File: src/rtl/drive_pkg.sv
// Shared types, wheel codes and op decoding for the drive sequencer.
`timescale 1ns/1ps
package drive_pkg;

    typedef enum logic [2:0] {
        OP_STOP  = 3'd0,
        OP_FWD   = 3'd1,
        OP_BACK  = 3'd2,
        OP_LEFT  = 3'd3,
        OP_RIGHT = 3'd4
    } drive_op_t;

    localparam logic [1:0] W_FWD  = 2'b01;
    localparam logic [1:0] W_STOP = 2'b11;
    localparam logic [1:0] W_BACK = 2'b10;

    typedef enum logic [1:0] {IDLE, DWELL, RUN} seq_state_t;

    // Returns {left, right}; undefined opcodes fall back to STOP.
    function automatic logic [3:0] op_to_codes(input logic [2:0] op);
        case (op)
            OP_FWD:   return {W_FWD,  W_FWD};
            OP_BACK:  return {W_BACK, W_BACK};
            OP_LEFT:  return {W_BACK, W_FWD};
            OP_RIGHT: return {W_FWD,  W_BACK};
            default:  return {W_STOP, W_STOP};
        endcase
    endfunction

    function automatic logic is_reversal(input logic [1:0] cur, input logic [1:0] nxt);
        return (cur == W_FWD && nxt == W_BACK) || (cur == W_BACK && nxt == W_FWD);
    endfunction

endpackage

File: src/rtl/cmd_fifo.sv
// Synchronous command FIFO with full/empty flags and a synchronous flush.
`timescale 1ns/1ps
module cmd_fifo #(
    parameter int WIDTH = 19,
    parameter int DEPTH = 4
) (
    input  logic             clk,
    input  logic             reset,
    input  logic             flush,
    input  logic             wr_en,
    input  logic [WIDTH-1:0] wr_data,
    input  logic             rd_en,
    output logic [WIDTH-1:0] rd_data,
    output logic             full,
    output logic             empty
);
    localparam int AW = $clog2(DEPTH);

    logic [WIDTH-1:0] mem [DEPTH];
    logic [AW:0]      wr_ptr;
    logic [AW:0]      rd_ptr;

    // NOTE: storage has no reset; the pointers alone define which entries are valid.
    always_ff @(posedge clk) begin
        if (wr_en && !full)
            mem[wr_ptr[AW-1:0]] <= wr_data;
    end

    // NOTE: all sequential state uses non-blocking assignments so every register samples pre-edge values.
    always_ff @(posedge clk or negedge reset) begin
        if (!reset) begin
            wr_ptr <= '0;
            rd_ptr <= '0;
        end else if (flush) begin
            wr_ptr <= '0;
            rd_ptr <= '0;
        end else begin
            if (wr_en && !full)
                wr_ptr <= wr_ptr + 1'b1;
            if (rd_en && !empty)
                rd_ptr <= rd_ptr + 1'b1;
        end
    end

    assign rd_data = mem[rd_ptr[AW-1:0]];
    assign empty   = (wr_ptr == rd_ptr);
    assign full    = (wr_ptr[AW] != rd_ptr[AW]) && (wr_ptr[AW-1:0] == rd_ptr[AW-1:0]);

endmodule

File: src/rtl/drive_sequencer.sv
// Two-wheel drive command sequencer: frame-aligned code updates with reversal dwell.
// Optional emergency stop input enabled by defining DRIVE_SEQUENCER_ESTOP_EN.
`timescale 1ns/1ps
module drive_sequencer
    import drive_pkg::*;
#(
    parameter int FRAME_CYCLES = 3072,
    parameter int DWELL_FRAMES = 4,
    parameter int FIFO_DEPTH   = 4
) (
    input  logic        clk,
    input  logic        reset,
`ifdef DRIVE_SEQUENCER_ESTOP_EN
    input  logic        estop,
`endif
    input  logic        cmd_valid,
    output logic        cmd_ready,
    input  logic [2:0]  cmd_op,
    input  logic [15:0] cmd_dur,
    output logic [1:0]  instr_l,
    output logic [1:0]  instr_r,
    output logic        busy,
    output logic        done,
    output logic        frame_tick
);
    localparam int                CNT_W    = $clog2(FRAME_CYCLES);
    localparam logic [CNT_W-1:0]  CNT_LAST = CNT_W'(FRAME_CYCLES - 1);
    localparam logic [7:0]        DWELL_LD = 8'(DWELL_FRAMES);

    logic [CNT_W-1:0] count;
    seq_state_t       state;
    logic [7:0]       dwell_cnt;
    logic [15:0]      frames_left;
    logic [3:0]       held_codes;
    logic [15:0]      held_frames;

    logic        flush;
    logic        full;
    logic        empty;
    logic        push;
    logic        pop;
    logic [18:0] head;
    logic [3:0]  head_codes;
    logic [15:0] head_frames;
    logic        head_rev;
    logic        last_frame;

`ifdef DRIVE_SEQUENCER_ESTOP_EN
    assign flush     = estop;
    assign cmd_ready = !full && !estop;
`else
    assign flush     = 1'b0;
    assign cmd_ready = !full;
`endif

    assign push = cmd_valid && cmd_ready;

    cmd_fifo #(.WIDTH(19), .DEPTH(FIFO_DEPTH)) u_fifo (
        .clk     (clk),
        .reset   (reset),
        .flush   (flush),
        .wr_en   (push),
        .wr_data ({cmd_op, cmd_dur}),
        .rd_en   (pop),
        .rd_data (head),
        .full    (full),
        .empty   (empty)
    );

    always_ff @(posedge clk or negedge reset) begin
        if (!reset)
            count <= '0;
        else if (frame_tick)
            count <= '0;
        else
            count <= count + 1'b1;
    end

    assign frame_tick = (count == CNT_LAST);

    // Reversal is judged against the codes currently driven, so a STOP in between clears it.
    assign head_codes  = op_to_codes(head[18:16]);
    assign head_frames = (head[15:0] == 16'd0) ? 16'd1 : head[15:0];
    assign head_rev    = is_reversal(instr_l, head_codes[3:2]) || is_reversal(instr_r, head_codes[1:0]);
    assign last_frame  = (state == RUN) && (frames_left == 16'd1);
    assign pop         = frame_tick && !empty && !flush && ((state == IDLE) || last_frame);

    always_ff @(posedge clk or negedge reset) begin
        if (!reset) begin
            state       <= IDLE;
            instr_l     <= W_STOP;
            instr_r     <= W_STOP;
            done        <= 1'b0;
            dwell_cnt   <= '0;
            frames_left <= '0;
            held_codes  <= {W_STOP, W_STOP};
            held_frames <= '0;
        end else begin
            done <= 1'b0;
            if (flush) begin
                state   <= IDLE;
                instr_l <= W_STOP;
                instr_r <= W_STOP;
            end else if (frame_tick) begin
                done <= last_frame;
                if (pop) begin
                    held_codes  <= head_codes;
                    held_frames <= head_frames;
                    if (head_rev) begin
                        state     <= DWELL;
                        dwell_cnt <= DWELL_LD;
                        instr_l   <= W_STOP;
                        instr_r   <= W_STOP;
                    end else begin
                        state       <= RUN;
                        frames_left <= head_frames;
                        instr_l     <= head_codes[3:2];
                        instr_r     <= head_codes[1:0];
                    end
                end else begin
                    case (state)
                        DWELL: begin
                            if (dwell_cnt == 8'd1) begin
                                state       <= RUN;
                                frames_left <= held_frames;
                                instr_l     <= held_codes[3:2];
                                instr_r     <= held_codes[1:0];
                            end else begin
                                dwell_cnt <= dwell_cnt - 1'b1;
                            end
                        end
                        RUN: begin
                            if (frames_left == 16'd1) begin
                                state   <= IDLE;
                                instr_l <= W_STOP;
                                instr_r <= W_STOP;
                            end else begin
                                frames_left <= frames_left - 1'b1;
                            end
                        end
                        default: ;
                    endcase
                end
            end
        end
    end

    assign busy = (state != IDLE) || !empty;

endmodule

File: config.mk
export PLATFORM = sky130hd
export DESIGN_NAME = drive_sequencer
export DESIGN_NICKNAME = d
export VERILOG_FILES = /design/src/rtl/drive_pkg.sv /design/src/rtl/cmd_fifo.sv /design/src/rtl/drive_sequencer.sv
export SDC_FILE = /design/constraint.sdc
export NUM_CORES = 1
export LEC_CHECK = 0
export ABC_AREA = 1
export BUFFER_PORTS_ARGS = -buffer_cell sky130_fd_sc_hd__buf_4
export CAP_MARGIN = 20
export CORE_AREA = 3 3 159 161
export DETAILED_ROUTE_END_ITERATION = 10
export DIE_AREA = 0 0 162 164
export HOLD_SLACK_MARGIN = 0.02
export RECOVER_POWER = 25
export SYNTH_ARGS = -nofsm -noshare
export SYNTH_HDL_FRONTEND = slang
export SYNTH_HIERARCHICAL = 1
export SYNTH_SLANG_ARGS = --single-unit
export TNS_END_PERCENT = 1
File: constraint.sdc
create_clock -name clk -period 7.9 [get_ports clk]
set_clock_uncertainty 0.2 [all_clocks]
set_input_delay 1.185 -clock clk [delete_from_list [all_inputs] [get_ports clk]]
set_output_delay 1.185 -clock clk [all_outputs]
set_load 0.005 [all_outputs]
==> impl_metrics.py, run 1 <==
metrics = {
    "outcome": {
        "status": "finished clean",
    },
    "placed_design": {
        "placed_area_sq_um": 7740,
        "dp_hpwl_um": 10500,
        "place.gp.congestion": 0.797,
        "dp_worst_setup_slack_ps": 4550,
        "port_buffers": 29,
    },
    "worst_setup_path": {
        "critPathKind": "reg -> out",
        "critPathMaxFanout": 42,
        "slowest_delay_ps": 510,
        "end_kind": "primary output",
        "worst_path_most_repeated_cell": "nand2_1",
        "critPathArrivalTime_ps": 2400,
        "cpMaxStageDelayCell": "inv_2",
        "critical_path.startpoint_type": "flop",
        "crit_chain": "buf_4 > inv_2 > nand2_1 > nand2_1 > nand3_2 > inv_1 > nand2_1 > buf_4",
        "worstPathRequired_ps": 6510,
    },
    "grt": {
        "grt_max_degree": 70,
        "grt_pass1_wl_um": 25800,
        "antenna_found_initial": 0,
        "grtUsageTotal_pct": 12.3,
        "grt-ovfl-total": 0,
        "grt_pass1_vias": 5059,
    },
    "floorplan": {
        "die_h_um": 164,
        "ios": 30,
        "initial_core_util_pct": 29.9,
        "core_sq_um": 24100,
        "rows": 57,
        "die_w_um": 162,
        "die_area_sq_um": 26600,
    },
    "finish": {
        "antenna_cells": 0,
        "final_util_pct": 34.4,
        "drive_gt1_share_pct": 11.7,
        "areaGrowthSynthToFinish_pct": 15.0,
        "num-nets-final": 866,
        "final_cell_area_sq_um": 8280,
    },
    "drt": {
        "viasPerCell": 4.56,
        "drt_iter0_drc": 351,
        "wire_per_inst_um": 13.6,
        "wirelength_um": 15900,
        "drc_errors": 0,
        "num_vias": 5338,
        "dr.pass1.iters": 5,
        "ant_nets": 0,
    },
    "timing": {
        "fin_crit_sh_pct": 47.9,
        "rsz0062_at_grt": "false",
        "fmax_mhz": 264,
        "drv_slew": 0,
        "fin_setup_tns_ps": 0,
        "hold_viol": 0,
        "slew_headroom_pct": 39.5,
        "fin_crit_ps": 3780,
        "setup_slack_ps": 4120,
        "whs_ps": 271,
        "tightest_slew_ps": 908,
        "finalSetupViolCount": 0,
    },
    "synthesis": {
        "ys_ff_latch": 145,
        "synth_area_leaders": "edfxtp_1 32%, dfrtp_1 21%, nand2_1 12%",
        "syn_nets": 837,
        "synthArstFlopShare_pct": 47.6,
        "synth_cells": 805,
        "yosysUniqueCellTypes": 40,
        "yosysTopAreaCell": "edfxtp_1",
        "yosys_most_used_dff": "edfxtp_1",
        "yosys_warnings": 6,
        "synth_edf_count": 76,
        "syn_avg_cell_area_sq_um": 8.94,
        "yosysTopAreaCellShare_pct": 31.7,
        "syn_area_sq_um": 7200,
        "seq_area_frac_synth_pct": 55.8,
    },
    "clocking": {
        "clk_path_buf_depth": 2,
        "cts_setup_buffers": 0,
        "cts_tree": "yes",
        "cts-root-buf": "clkbuf_16",
        "cts-hold-fix-buffers": 0,
        "clkLatencyLatePin_ps": 440,
        "cts_sinks": 145,
        "clk_pin_slew_ps": 70,
        "htreeDepth": 4,
        "numCtsBuffers": 17,
        "cts.repair.resized": 0,
    },
    "power_and_ir_drop": {
        "leakage_nw": 3.74,
        "p_per_area_nw_per_um2": 207,
        "ir_worst_vdd_v": 0.000128,
    },
    "run": {
        "drv_cap": 0,
    },
    "hold_path": {
        "hold_class": "reg -> reg",
    },
}
-- cells in the final DEF, fill, tap and decap left out, types with 11 or more instances in the layout --
cell type	netlist	final
nand2_1	221	221
nor2_1	95	95
edfxtp_1	76	76
o21ai_0	68	68
inv_1	66	66
dfrtp_1	61	61
nand3_1	48	48
o22ai_1	22	22
clkbuf_1	12	19
clkbuf_16	0	17
xor2_1	16	16
buf_4	2	15
nand4_1	11	11
o21ai_1	11	11
-- where the power goes --
part           internal [W]  switching (W)
clock network      0.000457       0.000371
logic             0.0000160      0.0000468
registers          0.000817     0.00000559
total               0.00129       0.000424
-- synth_stat cells (2+ instances only) --
| cell type | instances |
|---|---|
| a21oi_1 | 7 |
| a31oi_1 | 2 |
| buf_2 | 8 |
| buf_4 | 2 |
| buf_6 | 2 |
| clkbuf_1 | 12 |
| clkinv_1 | 2 |
| dfrtp_1 | 61 |
| dfstp_2 | 8 |
| edfxtp_1 | 76 |
| ha_1 | 10 |
| inv_1 | 66 |
| inv_2 | 8 |
| nand2_1 | 221 |
| nand2_2 | 3 |
| nand2_4 | 6 |
| nand3_1 | 48 |
| nand3_2 | 7 |
| nand3b_1 | 2 |
| nand4_1 | 11 |
| nor2_1 | 95 |
| nor2_2 | 7 |
| nor2_4 | 3 |
| nor3_1 | 2 |
| nor4_1 | 2 |
| o21ai_0 | 68 |
| o21ai_1 | 11 |
| o21bai_1 | 2 |
| o22ai_1 | 22 |
| or2_2 | 4 |
| xnor2_1 | 3 |
| xor2_1 | 16 |
-- critical path, delay by kind of cell (launching register included) --
family | cells | cell delay, ps
buf+inv | 4 | 1100
flops | 1 | 360
simple gates | 4 | 480
-- per-layer routing --
metal	wire, um	global-route usage, %
met1	7660	16.4
met2	7430	19.9
met3	679	3.18
met4	169	3.41
met5	0	0
-- final cells by class --
cell class / instances / area, sq um
Multi-Input combinational cell: 559 / 2770
Sequential cell: 145 / 4020
Fill cell: 2531 / 15800
Inverter: 77 / 290
Clock buffer: 17 / 425
Tap cell: 324 / 405
Clock inverter: 15 / 188
Timing Repair Buffer: 34 / 184
-- state kept, by name (all words and copies together), names as in the netlist, 3 cells and up --
signal	flops
u_fifo/rd_ptr	3
count	12
frames_left	16
held_frames	16
u_fifo/mem	76
dwell_cnt	8
held_codes	4
u_fifo/wr_ptr	3
-- logic make-up after synthesis --
group | count (synthesis) | synth area share (%)
other | 1 | 0.0521
AO/OA/AOI/OAI | 113 | 8.39
AND/OR/NAND/NOR | 414 | 25.6
adder cells (fa/ha/maj) | 10 | 1.74
buffers and inverters | 101 | 5.73
XOR/XNOR | 20 | 2.54
multiplexers | 1 | 0.139
flip-flops | 145 | 55.8
-- stage by stage --
step | power [W] | std cells
after detailed placement | 0.000906 | 1139
after global routing | 0.00178 | 1171
after floorplan | 0.000869 | 805
after CTS | 0.00173 | 1171
after global placement | 0.000905 | 1139
final | 0.00171 | 1171
-- worst paths after layout --
kind | startpoint | to | slack [ps] | cells after the start
hold reg to reg | count[0] | count[0] | 270 | 1
setup reg to reg | u_fifo/rd_ptr[0] | frames_left[14] | 4540 | 15
hold / removal | count[0] | count[0] | 270 | 1
setup / recovery | u_fifo/rd_ptr[0] | busy | 4120 | 8
max in group asynchronous | reset | frames_left[9] | 6220 | 1
min in group asynchronous | reset | dwell_cnt[1] | 680 | 1
(Power assumes the default switching activity.)
==> run 2, diff against run 1 <==
--- a/config.mk
+++ b/config.mk
@@ -5,12 +5,12 @@
 export SDC_FILE = /design/constraint.sdc
 export NUM_CORES = 1
 export LEC_CHECK = 0
-export ABC_AREA = 1
+export ABC_AREA = 0
 export BUFFER_PORTS_ARGS = -buffer_cell sky130_fd_sc_hd__buf_4
 export CAP_MARGIN = 20
-export CORE_AREA = 3 3 159 161
+export CORE_AREA = 3 3 155 157
 export DETAILED_ROUTE_END_ITERATION = 10
-export DIE_AREA = 0 0 162 164
+export DIE_AREA = 0 0 158 160
 export HOLD_SLACK_MARGIN = 0.02
 export RECOVER_POWER = 25
 export SYNTH_ARGS = -nofsm -noshare
==> constraint.sdc (replaced) <==
create_clock -name clk -period 3.9 [get_ports clk]
set_clock_uncertainty 0.2 [all_clocks]
set_input_delay 0.585 -clock clk [delete_from_list [all_inputs] [get_ports clk]]
set_output_delay 0.585 -clock clk [all_outputs]
set_load 0.005 [all_outputs]
==> impl_metrics.py, run 2 <==
metrics = {
    "grt": {
        "grt_pass1_vias": 4312,
        "grt_pass1_wl_um": 23300,
        "antenna_found_initial": 0,
        "grt-ovfl-total": 0,
        "grtUsageTotal_pct": 11.7,
        "grt_max_degree": 70,
    },
    "clocking": {
        "cts_setup_buffers": 0,
        "clkLatencyLatePin_ps": 420,
        "clk_path_buf_depth": 2,
        "clk_pin_slew_ps": 70,
        "cts-root-buf": "clkbuf_16",
        "cts_tree": "yes",
        "cts-hold-fix-buffers": 0,
        "numCtsBuffers": 17,
        "cts_sinks": 145,
        "cts.repair.resized": 0,
        "htreeDepth": 4,
    },
    "finish": {
        "instances_no_fill": 886,
        "antenna_cells": 0,
        "seq_area_sq_um": 4020,
        "areaGrowthSynthToFinish_pct": 16.6,
        "fillers": 2179,
        "layout_common_cells": "76 x edfxtp_1, 66 x nand2_1, 61 x dfrtp_1",
        "final_cell_area_sq_um": 7920,
        "largest_reg_flops": 76,
        "num-nets-final": 620,
        "multi_input_area_sq_um": 2580,
        "drive_gt1_share_pct": 17.3,
        "layout_commonest_cell": "edfxtp_1",
    },
    "power_and_ir_drop": {
        "clkPwrFrac_pct": 47.7,
        "comb_power_share_pct": 5.5,
        "fin_total_pwr_w": 0.00363,
        "swShare_pct": 23.5,
        "seqPwrFrac_pct": 46.7,
        "p_switching_w": 0.000853,
        "p_per_area_nw_per_um2": 458,
        "ir_worst_vdd_v": 0.000293,
        "p_int_w": 0.00278,
        "leakage_nw": 3.04,
    },
    "drt": {
        "wirelength_um": 14000,
        "num_vias": 4396,
        "wl_met3_um": 480,
        "top_layer": "met4",
        "dr.pass1.iters": 4,
        "wl_met1_um": 6540,
        "drc_errors": 0,
        "drt_iter0_drc": 267,
        "routed-wl-met2_um": 6770,
        "ant_nets": 0,
        "wire_per_inst_um": 15.7,
        "viasPerCell": 4.96,
    },
    "synthesis": {
        "syn_area_sq_um": 6800,
        "synth_edf_count": 76,
        "ys_ff_latch": 145,
        "synth_most_common_cell": "edfxtp_1",
        "yosys_most_used_dff": "edfxtp_1",
        "synth_area_leaders": "edfxtp_1 34%, dfrtp_1 22%, mux4_2 6.3%",
        "yosys_warnings": 6,
        "seq_area_frac_synth_pct": 59.1,
        "yosysUniqueCellTypes": 64,
        "synth_cells": 551,
        "syn_nets": 583,
        "yosysTopAreaCell": "edfxtp_1",
        "synthArstFlopShare_pct": 47.6,
        "synthTopCellsByCount": "76 x edfxtp_1, 66 x nand2_1, 61 x dfrtp_1, 46 x nor2_1, 32 x a21oi_1",
        "syn_avg_cell_area_sq_um": 12.3,
        "yosysTopAreaCellShare_pct": 33.6,
    },
    "timing": {
        "hold_viol": 0,
        "drv_slew": 0,
        "rsz0062_at_grt": "false",
        "slew_headroom_pct": 35.2,
        "setup_slack_ps": 779,
        "tightest_slew_ps": 964,
        "fin_crit_ps": 3120,
        "fin_crit_sh_pct": 80.0,
        "fin_setup_tns_ps": 0,
        "fmax_mhz": 320,
        "finalSetupViolCount": 0,
    },
    "floorplan": {
        "core_sq_um": 22600,
        "die_w_um": 158,
        "ios": 30,
        "rows": 55,
        "initial_core_util_pct": 30.0,
        "die_h_um": 160,
        "die_area_sq_um": 25300,
    },
    "worst_setup_path": {
        "r2r_end": "frames_left[9]",
        "worstReg2RegStart": "frames_left[11]",
        "slowest_delay_ps": 790,
        "rrSetupSlack_ps": 780,
        "end_kind": "flop",
        "critPathKind": "reg -> reg",
        "cpMaxStageDelayCell": "a2111oi_4",
        "critPathMaxFanout": 23,
        "worstRegToRegCells": 7,
        "crit_chain": "nor4_1 > nand4_2 > a2111oi_4 > buf_12 > a211oi_1 > a21oi_1 > a21oi_1",
        "worstPathRequired_ps": 4000,
        "critical_path.startpoint_type": "flop",
        "worst_path_most_repeated_cell": "a21oi_1",
        "critPathArrivalTime_ps": 3230,
    },
    "run": {
        "drv_cap": 0,
    },
    "placed_design": {
        "dp_hpwl_um": 9200,
        "placed_area_sq_um": 7370,
        "dp_cells": 854,
        "port_buffers": 29,
        "place.gp.congestion": 0.763,
        "dp_worst_setup_slack_ps": 799,
    },
    "hold_path": {
        "hold_class": "in -> async",
    },
    "outcome": {
        "status": "finished clean",
    },
}
==> run 2: cell types whose count changed after synthesis, moves of 8 or more <==
| cell | previous run | this run |
|---|---|---|
| mux4_2 | 0 | 19 |
| nor2_1 | 95 | 46 |
| a21oi_1 | 7 | 32 |
| o22ai_1 | 22 | 1 |
| o21ai_0 | 68 | 13 |
| nand3_1 | 48 | 15 |
| a211oi_1 | 0 | 11 |
| nand2_1 | 221 | 66 |
| inv_1 | 66 | 19 |
| inv_2 | 8 | 0 |
| a31oi_1 | 2 | 11 |
| xnor2_1 | 3 | 11 |
==> run 2: how the worst max path moves through the flow <==
stage	to	from
after floorplan	frames_left[0]	u_fifo/rd_ptr[0]
after global placement	frames_left[9]	frames_left[11]
after detailed placement	frames_left[9]	frames_left[11]
after CTS	frames_left[9]	frames_left[11]
after global routing	frames_left[9]	frames_left[11]
final	frames_left[9]	frames_left[11]
==> run 2: cell type report <==
type / count / share of cell area, %
Clock buffer: 17 / 5.37
Clock inverter: 15 / 2.49
Inverter: 19 / 0.900
Multi-Input combinational cell: 361 / 32.6
Sequential cell: 145 / 50.7
Tap cell: 285 / 4.50
Timing Repair Buffer: 44 / 3.43
==> run 2: metal layers <==
layer / GRT usage, % / vias to the layer above
met4: 3.64 / 0
met3: 2.66 / 10
met5: 0 / -
met1: 16.1 / 2196
li1: - / 2121
met2: 18.3 / 69
==> run 2: logic make-up after synthesis <==
kind of cell | synth area share [%]
AO/OA/AOI/OAI | 10.3
XOR/XNOR | 4.18
adder cells (fa/ha/maj) | 1.84
buffers and inverters | 3.09
flip-flops | 59.1
multiplexers | 6.46
other | 0.0552
AND/OR/NAND/NOR | 14.9
==> run 2: metrics by stage <==
step	utilization, %	hold slack [ps]
after floorplan	-	89.4
after global placement	32.6	257
after detailed placement	32.6	261
after CTS	35.3	136
after global routing	35.0	184
final	35.0	93.9
==> run 2: critical path: cells and delay by family (launching register included) <==
family	cells	cell delay, ps
and+or+nand+nor	2	1000
AOI/OAI and AO/OA	4	1110
buffers and inverters	1	250
DFF	1	430
==> run 2: power groups by stage <==
stage	sequential [W]	combinational [W]	clock (W)
6_report	0.00170	0.000201	0.00173
3_3_place_gp	0.00173	0.000212	0
2_1_floorplan	0.00172	0.000114	0
4_1_cts	0.00170	0.000215	0.00177
3_5_place_dp	0.00173	0.000214	0
5_1_grt	0.00170	0.000225	0.00183
==> run 3, diff against run 2 <==
==> constraint.sdc (replaced) <==
create_clock -name clk -period 3.2 [get_ports clk]
set_clock_uncertainty 0.2 [all_clocks]
set_input_delay 0.48 -clock clk [delete_from_list [all_inputs] [get_ports clk]]
set_output_delay 0.48 -clock clk [all_outputs]
set_load 0.005 [all_outputs]
==> impl_metrics.py, run 3 (synthesis results as in run 2) <==
metrics = {
    "floorplan": {
        "die_h_um": 160,
        "initial_core_util_pct": 30.0,
        "ios": 30,
        "die_w_um": 158,
        "core_sq_um": 22600,
        "rows": 55,
        "die_area_sq_um": 25300,
    },
    "worst_setup_path": {
        "critPathKind": "reg -> out",
        "worstPathRequired_ps": 2520,
        "slowest_delay_ps": 610,
        "worstReg2RegStart": "u_fifo/rd_ptr[0]",
        "critPathArrivalTime_ps": 2330,
        "critPathMaxFanout": 7,
        "crit_chain": "ha_1 > nand2_1 > or4_1 > buf_4 > inv_1 > buf_4",
        "critical_path.startpoint_type": "flop",
        "r2r_end": "frames_left[0]",
        "critical_path_buf_inv_count": 3,
        "rrSetupSlack_ps": 240,
        "endpoint": "frame_tick",
        "critPathTopFamily": "simple AND/OR/NAND/NOR gates",
        "worstRegToRegCells": 7,
        "crit_cells": 6,
        "end_kind": "primary output",
        "worstSetupStartpoint": "count[0]",
        "cpMaxStageDelayCell": "or4_1",
        "worst_path_most_repeated_cell": "buf_4",
    },
    "drt": {
        "wirelength_um": 13900,
        "drt_iter0_drc": 278,
        "dr.pass1.iters": 5,
        "ant_nets": 0,
        "drc_errors": 0,
        "viasPerCell": 4.89,
        "num_vias": 4375,
        "wire_per_inst_um": 15.6,
    },
    "placed_design": {
        "dp_hpwl_um": 9110,
        "dp_worst_setup_slack_ps": 185,
        "place.gp.congestion": 0.773,
        "dp_cells": 862,
        "port_buffers": 29,
        "placed_area_sq_um": 7430,
    },
    "run": {
        "drv_cap": 0,
    },
    "power_and_ir_drop": {
        "leakage_nw": 3.07,
        "ir_worst_vdd_v": 0.000566,
        "p_per_area_nw_per_um2": 543,
    },
    "timing": {
        "slew_headroom_pct": 38.9,
        "fin_setup_tns_ps": 0,
        "whs_ps": -2.62,
        "setup_slack_ps": 188,
        "fin_crit_sh_pct": 94.1,
        "hold_viol": 3,
        "drv_slew": 0,
        "finalSetupViolCount": 0,
        "rsz0062_at_grt": "false",
        "fin_crit_ps": 3010,
        "tightest_slew_ps": 916,
        "fmax_mhz": 332,
    },
    "clocking": {
        "cts_setup_buffers": 0,
        "htreeDepth": 4,
        "clk_path_buf_depth": 2,
        "numCtsBuffers": 17,
        "cts_tree": "yes",
        "cts-root-buf": "clkbuf_16",
        "cts_sinks": 145,
        "clk_pin_slew_ps": 70,
        "clkLatencyLatePin_ps": 430,
    },
    "finish": {
        "layout_common_cells": "76 x edfxtp_1, 66 x nand2_1, 61 x dfrtp_1",
        "num-nets-final": 628,
        "layout_commonest_cell": "edfxtp_1",
        "fillers": 2208,
        "instances_no_fill": 894,
        "areaGrowthSynthToFinish_pct": 17.3,
        "antenna_cells": 0,
        "final_cell_area_sq_um": 7980,
        "drive_gt1_share_pct": 18.6,
        "largest_reg_flops": 76,
    },
    "grt": {
        "grtUsageTotal_pct": 11.8,
        "grt_max_degree": 70,
        "grt_pass1_vias": 4469,
        "grt-ovfl-total": 0,
        "antenna_found_initial": 0,
        "grt_pass1_wl_um": 23500,
    },
    "outcome": {
        "violations": "negative hold slack",
        "status": "finished with violations",
    },
    "hold_path": {
        "hold_class": "in -> async",
    },
}
## run 3: area by class of cell
type | count | area, sq um | share of cell area [%]
sequential | 145 | 4020 | 50.4
multi-input combinational | 361 | 2580 | 32.4
clock buffer | 17 | 425 | 5.33
tap | 285 | 357 | 4.47
timing repair buffer | 52 | 335 | 4.20
clock inverter | 15 | 184 | 2.31
inverter | 19 | 71.3 | 0.894
## run 3: per-layer routing
metal	vias up	GRT usage [%]	wire length [um]	part of all wire, %
met4	0	3.95	173	1.2
li1	2132	-	-	-
met2	89	19.2	6890	49
met5	-	0	0	0
met3	14	2.93	584	4.2
met1	2140	15.3	6300	45
## run 3: how the worst min path moves through the flow
stage	to	depth (start not counted)	startpoint
after CTS	count[6]	1	reset
after global routing	count[6]	1	reset
final	count[6]	1	reset
after detailed placement	held_frames[1]	2	held_frames[1]
after global placement	held_frames[1]	2	held_frames[1]
after floorplan	count[0]	0	reset
## run 3: report_power, final
| group | internal (W) | switching [W] | total [W] |
|---|---|---|---|
| combinational | 0.0000885 | 0.000159 | 0.000248 |
| clock | 0.00113 | 0.000890 | 0.00202 |
| sequential | 0.00204 | 0.0000237 | 0.00207 |
## run 3: per-stage QoR
step / utilization (%) / power, W
final: 35.2 / 0.00433
after global routing: 35.2 / 0.00449
after CTS: 35.5 / 0.00439
after detailed placement: 32.8 / 0.00237
after global placement: 32.8 / 0.00236
after floorplan: - / 0.00223
## run 3: timing repair
action / in CTS / in global routing
resized for setup: 0 / 2
endpoints found under the setup margin: 0 / 2
hold buffers: 0 / 0
